<file path="src/rtl/sync_pulse_train_gen.sv">
// Multi-channel programmable pulse-train generator.
// Each channel launches on the shared arm strobe or its own trigger edge, and produces delay/width/period/repeat timing.
module sync_pulse_train_gen #(
    parameter int N_CH  = 4,
    parameter int CNT_W = 32,
    parameter int REP_W = 16
) (
    input  logic                    clk,
    input  logic                    reset,
    input  logic                    arm,
    input  logic                    abort,
    input  logic [N_CH-1:0]         trig_in,
    input  logic [N_CH-1:0]         cfg_mode,
    input  logic [N_CH*CNT_W-1:0]   cfg_delay,
    input  logic [N_CH*CNT_W-1:0]   cfg_width,
    input  logic [N_CH*CNT_W-1:0]   cfg_period,
    input  logic [N_CH*REP_W-1:0]   cfg_repeat,
    output logic [N_CH-1:0]         pulse_out,
    output logic [N_CH-1:0]         busy,
    output logic [N_CH-1:0]         done,
    output logic [N_CH-1:0]         cfg_err,
    output logic [N_CH-1:0]         trig_missed
);

    typedef enum logic [1:0] {
        S_IDLE,
        S_DELAY,
        S_HIGH,
        S_LOW
    } state_t;

    logic [N_CH-1:0] trig_prev;
    logic [N_CH-1:0] trig_rise;

    // Tracks trig_in even during reset, so a level held through reset is never seen as an edge.
    always_ff @(posedge clk) begin
        trig_prev <= trig_in;
    end

    assign trig_rise = trig_in & ~trig_prev;

    for (genvar c = 0; c < N_CH; c++) begin : g_ch
        state_t            state, state_nx;
        logic [CNT_W-1:0]  cnt, cnt_nx;
        logic [CNT_W-1:0]  sh_width, sh_width_nx;
        logic [CNT_W-1:0]  sh_gap, sh_gap_nx;
        logic [REP_W-1:0]  rep_left, rep_left_nx;
        logic              sh_cont, sh_cont_nx;
        logic              sh_mode, sh_mode_nx;
        logic              pulse_r, busy_r;
        logic              done_r, done_nx;
        logic              err_r, err_nx;
        logic              miss_r, miss_nx;
        logic [CNT_W-1:0]  c_delay, c_width, c_period;
        logic [REP_W-1:0]  c_repeat;
        logic              launch, cfg_bad;

        assign c_delay  = cfg_delay[c*CNT_W +: CNT_W];
        assign c_width  = cfg_width[c*CNT_W +: CNT_W];
        assign c_period = cfg_period[c*CNT_W +: CNT_W];
        assign c_repeat = cfg_repeat[c*REP_W +: REP_W];
        assign launch   = cfg_mode[c] ? trig_rise[c] : arm;
        assign cfg_bad  = (c_width == '0) ||
                          ((c_repeat != REP_W'(1)) && (c_period <= c_width));

        always_ff @(posedge clk) begin
            if (reset) begin
                state    <= S_IDLE;
                cnt      <= '0;
                sh_width <= '0;
                sh_gap   <= '0;
                rep_left <= '0;
                sh_cont  <= 1'b0;
                sh_mode  <= 1'b0;
                pulse_r  <= 1'b0;
                busy_r   <= 1'b0;
                done_r   <= 1'b0;
                err_r    <= 1'b0;
                miss_r   <= 1'b0;
            end else begin
                state    <= state_nx;
                cnt      <= cnt_nx;
                sh_width <= sh_width_nx;
                sh_gap   <= sh_gap_nx;
                rep_left <= rep_left_nx;
                sh_cont  <= sh_cont_nx;
                sh_mode  <= sh_mode_nx;
                pulse_r  <= (state_nx == S_HIGH);
                busy_r   <= (state_nx != S_IDLE);
                done_r   <= done_nx;
                err_r    <= err_nx;
                miss_r   <= miss_nx;
            end
        end

        always_comb begin
            state_nx    = state;
            cnt_nx      = cnt;
            sh_width_nx = sh_width;
            sh_gap_nx   = sh_gap;
            rep_left_nx = rep_left;
            sh_cont_nx  = sh_cont;
            sh_mode_nx  = sh_mode;
            done_nx     = 1'b0;
            err_nx      = 1'b0;
            miss_nx     = 1'b0;

            if (abort) begin
                state_nx = S_IDLE;
            end else begin
                unique case (state)
                    S_IDLE: begin
                        if (launch) begin
                            if (cfg_bad) begin
                                err_nx = 1'b1;
                            end else begin
                                sh_width_nx = c_width;
                                sh_gap_nx   = c_period - c_width;
                                rep_left_nx = c_repeat;
                                sh_cont_nx  = (c_repeat == '0);
                                sh_mode_nx  = cfg_mode[c];
                                if (c_delay == '0) begin
                                    state_nx = S_HIGH;
                                    cnt_nx   = c_width;
                                end else begin
                                    state_nx = S_DELAY;
                                    cnt_nx   = c_delay;
                                end
                            end
                        end
                    end
                    S_DELAY: begin
                        if (cnt == CNT_W'(1)) begin
                            state_nx = S_HIGH;
                            cnt_nx   = sh_width;
                        end else begin
                            cnt_nx = cnt - CNT_W'(1);
                        end
                    end
                    S_HIGH: begin
                        if (cnt == CNT_W'(1)) begin
                            // Validation guarantees a non-zero gap whenever another pulse follows.
                            if (!sh_cont && rep_left == REP_W'(1)) begin
                                state_nx = S_IDLE;
                                done_nx  = 1'b1;
                            end else begin
                                state_nx = S_LOW;
                                cnt_nx   = sh_gap;
                                if (!sh_cont) begin
                                    rep_left_nx = rep_left - REP_W'(1);
                                end
                            end
                        end else begin
                            cnt_nx = cnt - CNT_W'(1);
                        end
                    end
                    S_LOW: begin
                        if (cnt == CNT_W'(1)) begin
                            state_nx = S_HIGH;
                            cnt_nx   = sh_width;
                        end else begin
                            cnt_nx = cnt - CNT_W'(1);
                        end
                    end
                endcase

                if ((state != S_IDLE) && sh_mode && trig_rise[c]) begin
                    miss_nx = 1'b1;
                end
            end
        end

        assign pulse_out[c]   = pulse_r;
        assign busy[c]        = busy_r;
        assign done[c]        = done_r;
        assign cfg_err[c]     = err_r;
        assign trig_missed[c] = miss_r;
    end

endmodule

</file>
<file path="config.mk">
export PLATFORM = sky130hd
export DESIGN_NAME = sync_pulse_train_gen
export DESIGN_NICKNAME = d
export VERILOG_FILES = /design/src/rtl/sync_pulse_train_gen.sv
export SDC_FILE = /design/constraint.sdc
export NUM_CORES = 2
export LEC_CHECK = 0
export BUFFER_PORTS_ARGS = -buffer_cell sky130_fd_sc_hd__buf_2
export CAP_MARGIN = 20
export CORE_MARGIN = 4
export CORE_UTILIZATION = 58
export CTS_BUF_LIST = sky130_fd_sc_hd__clkbuf_8 sky130_fd_sc_hd__clkbuf_16
export CTS_CLUSTER_DIAMETER = 80
export DETAILED_ROUTE_END_ITERATION = 8
export MAX_ROUTING_LAYER = met4
export PLACE_DENSITY = 0.81
export SLEW_MARGIN = 10
export SYNTH_ARGS = -nofsm -noshare
export SYNTH_HDL_FRONTEND = slang
export SYNTH_SLANG_ARGS = --single-unit
</file>
<file path="constraint.sdc">
create_clock -name clk -period 3.75 [get_ports clk]
set_input_delay 0.1875 -clock clk [delete_from_list [all_inputs] [get_ports clk]]
set_output_delay 0.1875 -clock clk [all_outputs]
set_load 0.01 [all_outputs]
</file>
Word level (Yosys, flattened, before mapping)
Index checks and enable logic that the tools add are counted.
{"block": "word_totals", "regBits": 488, "latchBits": 0, "ram_bits": 0, "mem_bits_ro": 0, "in_bits": 460, "output_inout_bits": 20, "wordCells": 317, "memories": 0}
{"block": "classes", "addsub": 12, "mul": 0, "n_div": 0, "n_lt_le_gt_ge": 4, "n_eq_ne": 52, "shifts": 0, "n_mux": 100, "bitwise": 23, "n_reduce_logical": 77}
{"cell": "32-bit 2-to-1 mux", "n": 24}
{"cell": "32-bit one-hot mux with 3 select lines", "n": 4}
{"cell": "16-bit 2-to-1 mux", "n": 20}
{"cell": "32-bit zero test", "n": 8}
{"cell": "32-bit by 1-bit == test with 1-bit output, second input constant", "n": 4}
{"cell": "32-bit <= comparator", "n": 4}
{"cell": "16-bit one-hot mux with 2 select lines", "n": 4}
{"cell": "32-bit by 1-bit subtractor with 32-bit output, second input constant", "n": 4}
{"cell": "32-bit subtractor", "n": 4}
{"cell": "16-bit by 1-bit == test with 1-bit output, second input constant", "n": 4}
{"cell": "16-bit zero test", "n": 4}
{"cell": "16-bit by 1-bit inequality test with 1-bit output, second input constant", "n": 4}
{"cell": "16-bit by 1-bit subtractor with 16-bit output, second input constant", "n": 4}
{"cell": "2-bit 2-to-1 mux", "n": 28}
{"cell": "2-bit inequality test, second input constant", "n": 20}
{"cell": "4-bit AND reduction", "n": 8}
{"cell": "4-bit OR reduction", "n": 8}
{"cell": "7-bit AND reduction", "n": 4}
{"cell": "2-bit == test, second input constant", "n": 12}
{"cell": "2-bit one-hot mux with 3 select lines", "n": 4}
{"cell": "2-bit nonzero test", "n": 12}
{"cell": "1-bit NOT", "n": 21}
{"cell": "1-bit logical AND", "n": 16}
{"cell": "1-bit 2-to-1 mux", "n": 16}
{"cell": "8 further kinds", "n": 27}

Depth between registers and ports, before layout
{"block": "depth", "ltp_word": 8, "mapped_depth": 15, "ltp_nobuf": 12}

Worst setup path before layout
No wires, ideal clock.
{"block": "synth_path", "path_type": "input port to flip-flop", "startpoint": "input cfg_period[64]", "endpoint": "register g_ch[2].cnt[14]", "setup_time_ns": 0.116, "t_arrival_ns": 3.142, "required_ns": 3.634, "setup_slack_ns": 0.492, "stages": 14, "path_buffers": 2, "path_cell_list": "inv_1 > ha_1 > fa_1 > nand2b_1 > a211oi_1 > o31ai_1 > a211o_1 > a21o_1 > a211oi_1 > o21a_1 > clkbuf_1 > buf_1 > o221ai_1 > o211a_1"}
{"block": "synth_via", "elab_chain_len": 5}
{"element": "from (decl)", "line_no": "16", "rtl": "input logic [N_CH*CNT_W-1:0] cfg_period,"}
{"element": "32-bit <= comparator", "line_no": "64", "rtl": "((c_repeat != REP_W'(1)) && (c_period <= c_width));"}
{"element": "1-bit logical AND", "line_no": "64"}
{"element": "1-bit logical OR", "line_no": "63", "rtl": "assign cfg_bad = (c_width == '0) ||"}
{"element": "2-bit inequality test (no line)"}
{"element": "4-bit AND reduction (no line)"}
{"element": "to (signal assigned)", "line_no": "82", "rtl": "cnt <= cnt_nx;"}
{"element": "to (decl)", "line_no": "44", "rtl": "logic [CNT_W-1:0] cnt, cnt_nx;"}
Every way passes these cells.
A chain may end at the register's enable or synchronous reset.

Worst setup path in the final report
{"block": "layout_path", "startpoint": "input cfg_width[64]", "endpoint": "register g_ch[2].sh_width[11]"}
{"block": "layout_via", "elab_chain_len": 5, "elab_cells_between_ends": 6, "cone_classes": "order compare (1); bitwise (1); reduce/logical (4)"}
{"element": "from (decl)", "line_no": "15", "rtl": "input logic [N_CH*CNT_W-1:0] cfg_width,"}
{"element": "32-bit <= comparator", "line_no": "64"}
{"element": "1-bit logical AND", "line_no": "64"}
{"element": "1-bit logical OR *", "line_no": "63"}
{"element": "1-bit NOT (no line) *"}
{"element": "4-bit AND reduction (no line) *"}
{"element": "to (signal assigned)", "line_no": "83", "rtl": "sh_width <= sh_width_nx;"}
{"element": "to (decl)", "line_no": "45", "rtl": "logic [CNT_W-1:0] sh_width, sh_width_nx;"}
Every way passes the cells marked *; elsewhere a longest branch is shown, timed or not.

==> flow_metrics.env <==
export IMPL_syn_area_per_cell_um2=7.43
export IMPL_rows=87
export IMPL_post_place_cells=5507
export IMPL_cts_sinks=488
export IMPL_clock_latency_ps=620
export IMPL_gp_congestion=0.984
export IMPL_synth_nets=5067
export IMPL_fill_cells=4616
export IMPL_min_path_cells=4
export IMPL_use_met1=0.479
export IMPL_place_ws_ps=-121
export IMPL_ff2ff_setup_slack_ps=350
export IMPL_drv_slew=0
export IMPL_layout_setup_ws_ps=116
export IMPL_power_density_mw_per_mm2=383
export IMPL_drive_gt1_frac=0.148
export IMPL_busiest_layer="met2"
export IMPL_yosysWarnings=0
export IMPL_vdd_ir_drop_worst_v=0.000370
export IMPL_synthTopCellsByArea="dfxtp_1 (29%), a21oi_1 (7.7%), nand2_1 (6.2%), ha_1 (5.4%), nor2_1 (5.1%)"
export IMPL_initial_core_util=0.586
export IMPL_hold_class="in -> reg"
export IMPL_synth_top_area_frac=0.295
export IMPL_cp_common_cell="dlygate4sd3_1"
export IMPL_final_period_utilization=0.969
export IMPL_detail_route_first_pass_iterations=5
export IMPL_skew_ps=19.6
export IMPL_vias_per_cell=6.33
export IMPL_setup_violations_final=0
export IMPL_vias=36900
export IMPL_drc=0
export IMPL_layout_nets=5635
export IMPL_htree_levels=2
export IMPL_grt_start_max_net_pins=154
export IMPL_path_cells="dlygate4sd3_1 > buf_2 > ha_1 > fa_1 > nand2b_1 > a211oi_2 > o31ai_1 > a211o_1 > a21oi_2 > o211a_2 > buf_12 > nand2_1 > a21oi_1 > dlygate4sd3_1"
export IMPL_drt_iter0_drc=4060
export IMPL_path_buf_inv=4
export IMPL_dp_hpwl_um=84300
export IMPL_regArea_mm2=0.00977
export IMPL_critPathTopFamily="compound AO/OA/AOI/OAI gates"
export IMPL_use_met3=0.0537
export IMPL_critPathLaunchType="input pin"
export IMPL_hold_viol=0
export IMPL_syn_instance_count=4459
export IMPL_max_freq_mhz=275
export IMPL_synth_yosys_seq_area_share=0.295
export IMPL_ys_seq_elements=488
export IMPL_core_mm2=0.0565
export IMPL_final_cell_area_mm2=0.0404
export IMPL_cp_max_fo=32
export IMPL_use_met2=0.589
export IMPL_synthTopCellsByCount="nand2_1 (549), a21oi_1 (512), dfxtp_1 (488), nor2_1 (453), clkbuf_1 (232)"
export IMPL_antenna_found_initial=4
export IMPL_slowest_delay_ps=590
export IMPL_p_leak_uw=0.0171
export IMPL_multi_input_area_mm2=0.0215
export IMPL_min_from="cfg_delay[17]"
export IMPL_cp_required_ps=4310
export IMPL_layoutNonFillerInstCount=5829
export IMPL_finalPower_uw=15500
export IMPL_ys_async_sr_fraction=0
export IMPL_min_to="g_ch[0].cnt[17]"
export IMPL_worstRegToRegCells=9
export IMPL_ant_nets=0
export IMPL_cts_tree="yes"
export IMPL_numCtsBuffers=54
export IMPL_grt_pass1_vias=34400
export IMPL_fp_dieW_um=247
export IMPL_wl_per_cell_um=20.2
export IMPL_critical_path_class="in -> reg"
export IMPL_root_buffer="clkbuf_16"
export IMPL_status="finished, final reports clean"
export IMPL_grt_overflow=0
export IMPL_r2r_end="g_ch[1].cnt[31]"
export IMPL_areaGrowthSynthToFinish_pct=21.9
export IMPL_yosysUniqueCellTypes=83
export IMPL_synth_ff_type="dfxtp_1"
export IMPL_synth_edf_count=0
export IMPL_synth_area_mm2=0.0331
export IMPL_ios=480
export IMPL_layout_min_cycle_time_ps=3630
export IMPL_worstMarginPinSlew_ps=1110
export IMPL_numPortBuffers=479
export IMPL_crit_path_end_kind="flop"
export IMPL_synth_largest_area_cell="dfxtp_1"
export IMPL_crit_arrival_ps=4200
export IMPL_r2r_start="g_ch[1].cnt[24]"
export IMPL_drt_wl_total_um=118000
export IMPL_slew_headroom=0.257
export IMPL_synth_most_common_cell="nand2_1"
export IMPL_worstSetupStartpoint="cfg_width[64]"
export IMPL_cts_buffer_depth=3
export IMPL_dieArea_mm2=0.0610
export IMPL_utilization=0.715
export IMPL_clk_pin_slew_ps=60
export IMPL_placed_area_mm2=0.0363
export IMPL_cp_slowest_cell="dlygate4sd3_1"
export IMPL_grt_pass1_wl_um=182000
export IMPL_grtUsageTotal=0.374
export IMPL_max_cap_viol_count=0
export IMPL_die_h_um=247
==> state kept, by name (all words and copies together) (netlist names) <==
register and count:
g_ch.err_r 4, g_ch.miss_r 4, g_ch.sh_cont 4, g_ch.pulse_r 4, g_ch.rep_left 64, g_ch.sh_mode 4
g_ch.done_r 4, g_ch.sh_width 128, trig_prev 4, g_ch.cnt 128, g_ch.busy_r 4, g_ch.state 8
g_ch.sh_gap 128
==> layout by cell type (no fill, tap or decap), types with 87 or more instances in the layout <==
cell type / count
o22ai_1: 94
nand2_1: 549
ha_1: 144
buf_2: 478
xnor2_1: 94
nor3_1: 129
dlygate4sd3_1: 218
nor4_1: 131
nor2_1: 445
o21ai_0: 187
inv_1: 195
xor2_1: 87
dfxtp_1: 488
mux2i_1: 105
a21oi_1: 511
buf_4: 91
==> area by class of cell <==
type | instances | area share
Antenna cell | 6 | 0.000372
Clock buffer | 66 | 0.0376
Clock inverter | 30 | 0.00793
Inverter | 186 | 0.0173
Multi-Input combinational cell | 3493 | 0.533
Sequential cell | 488 | 0.242
Tap cell | 756 | 0.0234
Timing Repair Buffer | 804 | 0.139
==> cell families after synthesis <==
group | Yosys count | synth area share
DFF | 488 | 0.295
muxes | 105 | 0.0317
buffers and inverters | 478 | 0.0584
and+or+nand+nor | 1636 | 0.230
adders and majority gates | 148 | 0.0568
AOI/OAI and AO/OA | 1423 | 0.280
xor gates and xnor gates | 181 | 0.0479
==> repair_timing <==
action                                  CTS  global route
endpoints found under the hold margin   233             0
buffers inserted                          0             0
resized for setup                         0             3
hold buffers                            218             0
endpoints found under the setup margin    0            40
==> worst max-delay path by stage <==
stage | cells after the start | end | slack [ps]
2_1_floorplan | 14 | g_ch[2].cnt[14] | 490
3_3_place_gp | 12 | g_ch[1].rep_left[8] | 60
3_5_place_dp | 12 | g_ch[1].rep_left[7] | -120
4_1_cts | 14 | g_ch[2].sh_width[15] | 30
5_1_grt | 14 | g_ch[2].sh_width[2] | -20
6_report | 14 | g_ch[2].sh_width[11] | 120
==> power by group <==
part,internal (uW),switching (uW)
registers,5410,192
logic,1800,2550
clock network,3270,2260
==> per-stage QoR <==
stage,hold WS (ps),TNS (ps)
3_3_place_gp,302,0
4_1_cts,0.250,0
3_5_place_dp,302,-1000
6_report,36.8,0
2_1_floorplan,215,0
5_1_grt,41.8,-37.7
==> per-layer routing <==
layer	wire length [um]	vias to the layer above
li1	-	17400
met1	47200	17200
met2	53600	1966
met3	11200	371
met4	5940	0
met5	0	-
==> worst min-delay path: cells and delay by family <==
kind	cells	cell delay, ps
AO/OA/AOI/OAI	2	230
buffers and inverters	1	130
AND/OR/NAND/NOR	1	50
Note: power is estimated with default switching activity, not from simulation.
